`config.mk`:
```
export PLATFORM = sky130hd
export DESIGN_NAME = sram_line_en_wb_master_bridge_flat
export DESIGN_NICKNAME = d
export VERILOG_FILES = /design/src/rtl/sram_line_en_wb_master_bridge_if.sv /design/src/rtl/sram_line_en_wb_master_bridge.sv /design/src/flat_wrapper.sv
export SDC_FILE = /design/constraint.sdc
export NUM_CORES = 1
export LEC_CHECK = 0
export CAP_MARGIN = 15
export CORE_MARGIN = 8
export CORE_UTILIZATION = 30
export CTS_CLUSTER_SIZE = 20
export DETAILED_ROUTE_END_ITERATION = 8
export GPL_ROUTABILITY_DRIVEN = 0
export SYNTH_ARGS = -nofsm -noshare
export SYNTH_HDL_FRONTEND = slang
export SYNTH_SLANG_ARGS = --single-unit
```
`constraint.sdc`:
```
create_clock -name clk -period 4.9 [get_ports clk]
set_input_delay 0.735 -clock clk [delete_from_list [all_inputs] [get_ports clk]]
set_output_delay 0.735 -clock clk [all_outputs]
set_load 0.02 [all_outputs]
```
`src/rtl/sram_line_en_wb_master_bridge_if.sv`:
```
// Wishbone classic bus bundle used by sram_line_en_wb_master_bridge.
// The bridge connects through the master modport and a Wishbone slave
// connects through the slave modport.
interface sram_line_en_wb_master_bridge_if #(
  parameter int ADDRESS_WIDTH = 10,
  parameter int DATA_WIDTH    = 32
);
  logic                      CYC;
  logic                      STB;
  logic                      WE;
  logic [ADDRESS_WIDTH+1:0]  ADR;
  logic [DATA_WIDTH/8-1:0]   SEL;
  logic [DATA_WIDTH-1:0]     DAT_W;
  logic [DATA_WIDTH-1:0]     DAT_R;
  logic                      ACK;
  logic                      ERR;

  modport master (
    output CYC, STB, WE, ADR, SEL, DAT_W,
    input  DAT_R, ACK, ERR
  );

  modport slave (
    input  CYC, STB, WE, ADR, SEL, DAT_W,
    output DAT_R, ACK, ERR
  );
endinterface

```
`src/rtl/sram_line_en_wb_master_bridge.sv`:
```
// sram_line_en_wb_master_bridge
// Presents a line-enable SRAM responder port to a local client and turns each
// access into one Wishbone classic master cycle. Writes are posted through a
// small FIFO; reads hold the client off with busy until ACK/ERR returns.
// Optional build macro SRAM_WB_MASTER_TIMEOUT_EN adds a watchdog that ends a
// cycle as a bus error after TIMEOUT_CYCLES cycles without a termination.
module sram_line_en_wb_master_bridge #(
  parameter int ADDRESS_WIDTH  = 10,
  parameter int DATA_WIDTH     = 32,
  parameter int WFIFO_DEPTH    = 4,
  parameter int TIMEOUT_CYCLES = 255
) (
  input  logic                     clk,
  input  logic                     rstn,
  input  logic [ADDRESS_WIDTH-1:0] addr,
  input  logic                     read_en,
  input  logic                     write_en,
  input  logic [DATA_WIDTH-1:0]    write_data,
  output logic [DATA_WIDTH-1:0]    read_data,
  output logic                     read_valid,
  output logic                     busy,
  output logic                     err,
  input  logic                     err_clr,
  sram_line_en_wb_master_bridge_if.master wb
);

  localparam int PW = $clog2(WFIFO_DEPTH);

  localparam logic [1:0] ST_IDLE = 2'd0;
  localparam logic [1:0] ST_WR   = 2'd1;
  localparam logic [1:0] ST_RD   = 2'd2;

  logic [1:0]               state_reg, state_next;
  logic [PW:0]              wptr_reg, rptr_reg, wptr_next, rptr_next;
  logic [ADDRESS_WIDTH-1:0] fifo_addr_mem [WFIFO_DEPTH];
  logic [DATA_WIDTH-1:0]    fifo_data_mem [WFIFO_DEPTH];
  logic [ADDRESS_WIDTH-1:0] head_addr;
  logic [DATA_WIDTH-1:0]    head_data;

  logic                     pend_reg, pend_next;
  logic [ADDRESS_WIDTH-1:0] pend_addr_reg;

  logic                     cyc_reg, cyc_next;
  logic                     we_reg, we_next;
  logic [ADDRESS_WIDTH+1:0] adr_reg, adr_next;
  logic [DATA_WIDTH-1:0]    dat_w_reg, dat_w_next;

  logic [DATA_WIDTH-1:0]    read_data_reg;
  logic                     read_valid_reg;
  logic                     busy_reg;
  logic                     err_reg;

  logic accept, push, rd_accept, fifo_empty, full_next;
  logic term, term_err, pop, rd_done, timeout;

  // Client handshake: nothing is accepted while busy; a simultaneous
  // read+write keeps the write and drops the read.
  assign accept    = !busy_reg;
  assign push      = accept && write_en;
  assign rd_accept = accept && read_en && !write_en;

  assign fifo_empty = (wptr_reg == rptr_reg);
  assign head_addr  = fifo_addr_mem[rptr_reg[PW-1:0]];
  assign head_data  = fifo_data_mem[rptr_reg[PW-1:0]];

  // A watchdog expiry terminates exactly like a slave ERR.
  assign term_err = wb.ERR || timeout;
  assign term     = (state_reg != ST_IDLE) && (wb.ACK || term_err);
  assign pop      = term && (state_reg == ST_WR);
  assign rd_done  = term && (state_reg == ST_RD);

  assign wptr_next = wptr_reg + {{PW{1'b0}}, push};
  assign rptr_next = rptr_reg + {{PW{1'b0}}, pop};
  assign full_next = (wptr_next[PW] != rptr_next[PW]) &&
                     (wptr_next[PW-1:0] == rptr_next[PW-1:0]);

  assign pend_next = rd_done ? 1'b0 : (rd_accept ? 1'b1 : pend_reg);

`ifdef SRAM_WB_MASTER_TIMEOUT_EN
  localparam int TW = $clog2(TIMEOUT_CYCLES + 1);
  logic [TW-1:0] tmo_cnt_reg;

  assign timeout = (state_reg != ST_IDLE) && (tmo_cnt_reg == TW'(TIMEOUT_CYCLES));

  // Watchdog counts bus-cycle length; IDLE between cycles restarts it.
  always_ff @(posedge clk or negedge rstn) begin
    if (!rstn) begin
      tmo_cnt_reg <= '0;
    end else if (state_reg == ST_IDLE) begin
      tmo_cnt_reg <= '0;
    end else if (!timeout) begin
      tmo_cnt_reg <= tmo_cnt_reg + TW'(1);
    end
  end
`else
  logic unused_timeout_cfg;
  assign unused_timeout_cfg = (TIMEOUT_CYCLES == 0);
  assign timeout = 1'b0;
`endif

  // Posted-write storage; no reset so it maps onto plain RAM.
  always_ff @(posedge clk) begin
    if (push) begin
      fifo_addr_mem[wptr_reg[PW-1:0]] <= addr;
      fifo_data_mem[wptr_reg[PW-1:0]] <= write_data;
    end
  end

  // Bus sequencer: queued writes go first so program order is kept, and an
  // incoming request can start its cycle on the very edge it is accepted.
  always_comb begin
    state_next = state_reg;
    cyc_next   = cyc_reg;
    we_next    = we_reg;
    adr_next   = adr_reg;
    dat_w_next = dat_w_reg;
    case (state_reg)
      ST_IDLE: begin
        if (!fifo_empty) begin
          state_next = ST_WR;
          cyc_next   = 1'b1;
          we_next    = 1'b1;
          adr_next   = {head_addr, 2'b00};
          dat_w_next = head_data;
        end else if (push) begin
          state_next = ST_WR;
          cyc_next   = 1'b1;
          we_next    = 1'b1;
          adr_next   = {addr, 2'b00};
          dat_w_next = write_data;
        end else if (pend_reg) begin
          state_next = ST_RD;
          cyc_next   = 1'b1;
          we_next    = 1'b0;
          adr_next   = {pend_addr_reg, 2'b00};
        end else if (rd_accept) begin
          state_next = ST_RD;
          cyc_next   = 1'b1;
          we_next    = 1'b0;
          adr_next   = {addr, 2'b00};
        end
      end
      ST_WR, ST_RD: begin
        if (term) begin
          state_next = ST_IDLE;
          cyc_next   = 1'b0;
          we_next    = 1'b0;
        end
      end
      default: begin
        state_next = ST_IDLE;
        cyc_next   = 1'b0;
        we_next    = 1'b0;
      end
    endcase
  end

  // State, pointers, bus and client registers; reset drops CYC immediately.
  always_ff @(posedge clk or negedge rstn) begin
    if (!rstn) begin
      state_reg      <= ST_IDLE;
      wptr_reg       <= '0;
      rptr_reg       <= '0;
      pend_reg       <= 1'b0;
      pend_addr_reg  <= '0;
      cyc_reg        <= 1'b0;
      we_reg         <= 1'b0;
      adr_reg        <= '0;
      dat_w_reg      <= '0;
      read_data_reg  <= '0;
      read_valid_reg <= 1'b0;
      busy_reg       <= 1'b0;
      err_reg        <= 1'b0;
    end else begin
      state_reg      <= state_next;
      wptr_reg       <= wptr_next;
      rptr_reg       <= rptr_next;
      pend_reg       <= pend_next;
      cyc_reg        <= cyc_next;
      we_reg         <= we_next;
      adr_reg        <= adr_next;
      dat_w_reg      <= dat_w_next;
      busy_reg       <= full_next || pend_next;
      read_valid_reg <= rd_done;
      if (rd_accept) begin
        pend_addr_reg <= addr;
      end
      if (rd_done) begin
        read_data_reg <= term_err ? '0 : wb.DAT_R;
      end
      if (term && term_err) begin
        err_reg <= 1'b1;
      end else if (err_clr) begin
        err_reg <= 1'b0;
      end
    end
  end

  assign wb.CYC   = cyc_reg;
  assign wb.STB   = cyc_reg;
  assign wb.WE    = we_reg;
  assign wb.ADR   = adr_reg;
  assign wb.SEL   = {(DATA_WIDTH/8){cyc_reg}};
  assign wb.DAT_W = dat_w_reg;

  assign read_data  = read_data_reg;
  assign read_valid = read_valid_reg;
  assign busy       = busy_reg;
  assign err        = err_reg;

endmodule

```
`src/flat_wrapper.sv`:
```
// flat-port wrapper written by rule: the top's interface ports become plain ports
module sram_line_en_wb_master_bridge_flat 
#(
  parameter int ADDRESS_WIDTH  = 10,
  parameter int DATA_WIDTH     = 32,
  parameter int WFIFO_DEPTH    = 4,
  parameter int TIMEOUT_CYCLES = 255
)
  (clk, rstn, addr, read_en, write_en, write_data, read_data, read_valid, busy, err, err_clr, wb_CYC, wb_STB, wb_WE, wb_ADR, wb_SEL, wb_DAT_W, wb_DAT_R, wb_ACK, wb_ERR);
  sram_line_en_wb_master_bridge_if #(.ADDRESS_WIDTH(ADDRESS_WIDTH), .DATA_WIDTH(DATA_WIDTH)) wb_i ();
  input  logic clk;
  input  logic rstn;
  input  logic [ADDRESS_WIDTH-1:0] addr;
  input  logic read_en;
  input  logic write_en;
  input  logic [DATA_WIDTH-1:0] write_data;
  output logic [DATA_WIDTH-1:0] read_data;
  output logic read_valid;
  output logic busy;
  output logic err;
  input  logic err_clr;
  output wire logic [$bits(wb_i.CYC)-1:0] wb_CYC;
  output wire logic [$bits(wb_i.STB)-1:0] wb_STB;
  output wire logic [$bits(wb_i.WE)-1:0] wb_WE;
  output wire logic [$bits(wb_i.ADR)-1:0] wb_ADR;
  output wire logic [$bits(wb_i.SEL)-1:0] wb_SEL;
  output wire logic [$bits(wb_i.DAT_W)-1:0] wb_DAT_W;
  input wire logic [$bits(wb_i.DAT_R)-1:0] wb_DAT_R;
  input wire logic [$bits(wb_i.ACK)-1:0] wb_ACK;
  input wire logic [$bits(wb_i.ERR)-1:0] wb_ERR;
  assign wb_CYC = wb_i.CYC;
  assign wb_STB = wb_i.STB;
  assign wb_WE = wb_i.WE;
  assign wb_ADR = wb_i.ADR;
  assign wb_SEL = wb_i.SEL;
  assign wb_DAT_W = wb_i.DAT_W;
  assign wb_i.DAT_R = wb_DAT_R;
  assign wb_i.ACK = wb_ACK;
  assign wb_i.ERR = wb_ERR;
  sram_line_en_wb_master_bridge #(.ADDRESS_WIDTH(ADDRESS_WIDTH), .DATA_WIDTH(DATA_WIDTH), .WFIFO_DEPTH(WFIFO_DEPTH), .TIMEOUT_CYCLES(TIMEOUT_CYCLES)) u_core (.clk(clk), .rstn(rstn), .addr(addr), .read_en(read_en), .write_en(write_en), .write_data(write_data), .read_data(read_data), .read_valid(read_valid), .busy(busy), .err(err), .err_clr(err_clr), .wb(wb_i));
endmodule
```
==> results.txt <==
----------------------------------------------------
[Synth]
  Top-area cell type share of the netlist area ... 0.472
  Post-synthesis sequential area ratio ... 0.699
  Most frequently used cell type in the post-synthesis netlist ... sky130_fd_sc_hd__edfxtp_1
  Post-synthesis cell count ... 622
  Top cell type by total area after synthesis ... sky130_fd_sc_hd__edfxtp_1
  Cell area after synthesis ... 0.0107 mm²
  Mean Syn Cell Area ... 17.2 µm²
  Ranking of synthesized cells by area ... sky130_fd_sc_hd__edfxtp_1 47%, sky130_fd_sc_hd__dfrtp_1 23%, sky130_fd_sc_hd__mux4_2 8.8%
  Number of enable-type register cells in the synthesized netlist ... 168
  Total of flip-flops plus latches after synthesis ... 265
  Dominant register cell in the synthesized netlist ... sky130_fd_sc_hd__edfxtp_1
  Post-synth ARST share ... 0.366
  Most instantiated cells after synthesis ... 168 x sky130_fd_sc_hd__edfxtp_1, 97 x sky130_fd_sc_hd__dfrtp_1, 74 x sky130_fd_sc_hd__mux2_2, 42 x sky130_fd_sc_hd__mux4_2, 42 x sky130_fd_sc_hd__o21ai_0
  Yosys warning total ... 0
  Count of cell types in the netlist ... 37

[Critical path]
  Combined buffer and inverter count along the critical path ... 0
  R2R setup slack ... 1.84 ns
  Biggest cell delay along the critical path ... 0.80 ns
  CP Data Required Time ... 5.33 ns
  Start point of the critical path ... u_core.rptr_reg[0]
  Endpoint arrival time on the critical path ... 3.48 ns
  Kind of end point of the critical path ... register
  Critical R2R Launch ... u_core.rptr_reg[0]
  Worst reg-to-reg path cell count ... 4
  FF-to-FF End ... u_core.wb.DAT_W[7]
  Type of origin of the critical path ... register
  Cell-by-cell trace of the critical path ... xnor2_2 > nand4_1 > nand2_2 > mux2_2
  Critical path's slowest cell ... sky130_fd_sc_hd__dfrtp_4
  Worst setup path class ... reg -> reg
  Worst-path fanout max ... 44
  Top cell family by delay on the critical path ... simple AND/OR/NAND/NOR gates

[Power]
  Leakage component of the power ... 4.87 nW
  IR drop worst, VDD ... 0.339 mV
  Cell area power density ... 655 mW/mm²

[Place]
  Total half-perimeter wirelength after legalization and detailed placement ... 15400 µm
  Count of input and output buffers ... 164
  Worst-case setup slack after placement ... 1.58 ns

[Clock tree]
  Clock Tree Buf Depth ... 3
  CTS tree ... built
  Number of resized instances in the post-cts repair step ... 0
  CTS Hold Buffers Added ... 0
  Clock buffers created by TritonCTS ... 28
  Clock transition time at the flip-flop clock pins of the worst setup and hold paths ... 0.06 ns
  Max H-tree Level ... 1
  Clock Latency Late Sink ... 0.55 ns
  Library cell used as clock root buffer ... sky130_fd_sc_hd__clkbuf_16
  Sinks on the clock net ... 265
  Number of post-CTS setup repair buffers ... 0

[Floorplanning]
  Die extent in x ... 205 µm
  Top Ports ... 167
  Die height ... 205 µm
  Starting utilization of the core area ... 0.303
  Die Footprint ... 0.0419 mm²
  Number of rows in the core area ... 69
  Placeable Area ... 0.0353 mm²

[Cells and area]
  Fraction of layout instances using a drive strength above 1 ... 0.217
  Synth-to-Final Area Change ... 28.0%
  Flip-flop count of the largest register after layout ... 128
  Nets@finish ... 871

[Detailed routing]
  Avg WL per Cell ... 19.4 µm
  Routed via count divided by cell count ... 4.59
  Total number of vias ... 5811
  Number of design rule violations left after detail routing ... 0
  Final ANT Viol Nets ... 0
  Count of TritonRoute iterations in the first routing pass ... 4
  Number of violations reported at the end of detailed-routing iteration 0 ... 268
  Routed wire length ... 24600 µm

[Timing]
  Setup repair after global routing missed its margin ... false
  Actual transition at the worst max-transition pin ... 1.08 ns
  Relative max-transition margin ... 0.276
  Post-route minimum period ... 3.06 ns
  Final-report hold violation count ... 0
  Final worst setup slack ... 1.84 ns
  Worst clock skew ... 0.0203 ns
  Final setup violation count ... 0
  Max Fclk ... 0.327 GHz
  Final Max Slew Viols ... 0
  Period Utilization, post-route ... 0.624
  Final total negative setup slack ... 0 ns

[Global route]
  Via count of the first global-routing pass ... 6339
  Total global-route track usage ... 0.116
  Antenna violations before repair ... 1
  Leftover overflow at the end of global routing ... 0
  Largest net degree at the start of global routing ... 66
  First-pass GRT wire length ... 38200 µm

[Run status]
  Run status ... completed

[Flow run]
  Number of maximum-capacitance constraint violations ... 0

[Min path]
  Kind of path behind the tightest hold check ... in -> async

----------------------------------------------------
worst max path at each step:
stage,endpoint,cells past startpoint
2_1_floorplan,u_core.fifo_addr_mem[2][0],3
3_3_place_gp,u_core.wb.DAT_W[8],5
3_5_place_dp,u_core.wb.DAT_W[7],5
4_1_cts,u_core.wb.DAT_W[30],4
5_1_grt,u_core.wb.DAT_W[6],4
6_report,u_core.wb.DAT_W[7],4
routing by layer:
layer | vias to the layer above | wire length (µm) | track usage
met4 | 0 | 413 | 0.0242
li1 | 2686 | - | -
met3 | 28 | 2120 | 0.0449
met1 | 2913 | 11000 | 0.151
met2 | 184 | 11100 | 0.180
met5 | - | 0 | 0
report_power, final:
group / internal [W] / total (W) / switching, W / leakage (nW)
Combinational: 0.00180 / 0.00351 / 0.00171 / 1.72
Sequential: 0.00297 / 0.00336 / 0.000390 / 2.71
Clock: 0.00126 / 0.00210 / 0.000836 / 0.439
Total: 0.00603 / 0.00896 / 0.00294 / 4.87
cells by family (layout without fill, tap and decap cells):
logic type,count (synthesis),in the layout,share of synthesized area
AO/OA/AOI/OAI,70,70,0.0377
flip-flops,265,265,0.699
adder cells (fa/ha/maj),7,7,0.00819
buffers and inverters,49,231,0.0241
multiplexers,126,126,0.177
XOR/XNOR,8,8,0.00796
AND/OR/NAND/NOR,96,96,0.0457
other,1,3,0.000351
layout by cell type (no fill, tap or decap), types with 2 or more instances in the layout:
cell                              instances
sky130_fd_sc_hd__o21ai_0                 42
sky130_fd_sc_hd__nand3_1                 10
sky130_fd_sc_hd__xnor2_1                  3
sky130_fd_sc_hd__nor3b_2                  2
sky130_fd_sc_hd__clkbuf_1                14
sky130_fd_sc_hd__edfxtp_1               168
sky130_fd_sc_hd__clkbuf_16               28
sky130_fd_sc_hd__dfrtp_1                 95
sky130_fd_sc_hd__clkdlybuf4s50_1        163
sky130_fd_sc_hd__mux4_2                  42
sky130_fd_sc_hd__a31oi_1                 20
sky130_fd_sc_hd__nor3_1                   2
sky130_fd_sc_hd__nor2_1                   4
sky130_fd_sc_hd__clkbuf_8                 3
sky130_fd_sc_hd__bufinv_16                3
sky130_fd_sc_hd__clkinv_1                 2
sky130_fd_sc_hd__nand2_2                  2
sky130_fd_sc_hd__ha_1                     7
sky130_fd_sc_hd__xor2_1                   3
sky130_fd_sc_hd__mux2_2                  74
sky130_fd_sc_hd__nand2b_1                33
sky130_fd_sc_hd__conb_1                   2
sky130_fd_sc_hd__nand4_1                  2
sky130_fd_sc_hd__inv_1                    7
sky130_fd_sc_hd__buf_4                    9
sky130_fd_sc_hd__xnor2_2                  2
sky130_fd_sc_hd__mux2_1                  10
sky130_fd_sc_hd__nand2_1                 34
per-stage QoR:
| stage | cell area, µm² | hold WS (ns) | utilization | instances | power, W |
|---|---|---|---|---|---|
| global route | 13700 | 0.381 | 0.388 | 1266 | 0.00948 |
| detailed placement | 12800 | 0.470 | 0.362 | 1214 | 0.00697 |
| CTS | 13700 | 0.363 | 0.388 | 1266 | 0.00911 |
| finish | 13700 | 0.318 | 0.388 | 1267 | 0.00896 |
| global placement | 12800 | 0.460 | 0.362 | 1214 | 0.00694 |
| floorplan | 10700 | 0.439 | - | 623 | 0.00567 |
cell type report:
class / instances / area, µm²
Inverter: 7 / 26.3
Clock buffer: 45 / 795
Clock inverter: 7 / 119
Fill cell: 3306 / 21600
Antenna cell: 1 / 2.50
Multi-Input combinational cell: 309 / 2990
Timing Repair Buffer: 172 / 1700
Sequential cell: 265 / 7480
Tap cell: 461 / 577
worst reg2reg max path, cell delays in order (launching register included):
cell	delay (ns)
sky130_fd_sc_hd__dfrtp_4	0.80
sky130_fd_sc_hd__xnor2_2	0.63
sky130_fd_sc_hd__nand4_1	0.30
sky130_fd_sc_hd__nand2_2	0.78
sky130_fd_sc_hd__mux2_2	0.45
No activity file was read; power rests on OpenSTA's default activity.
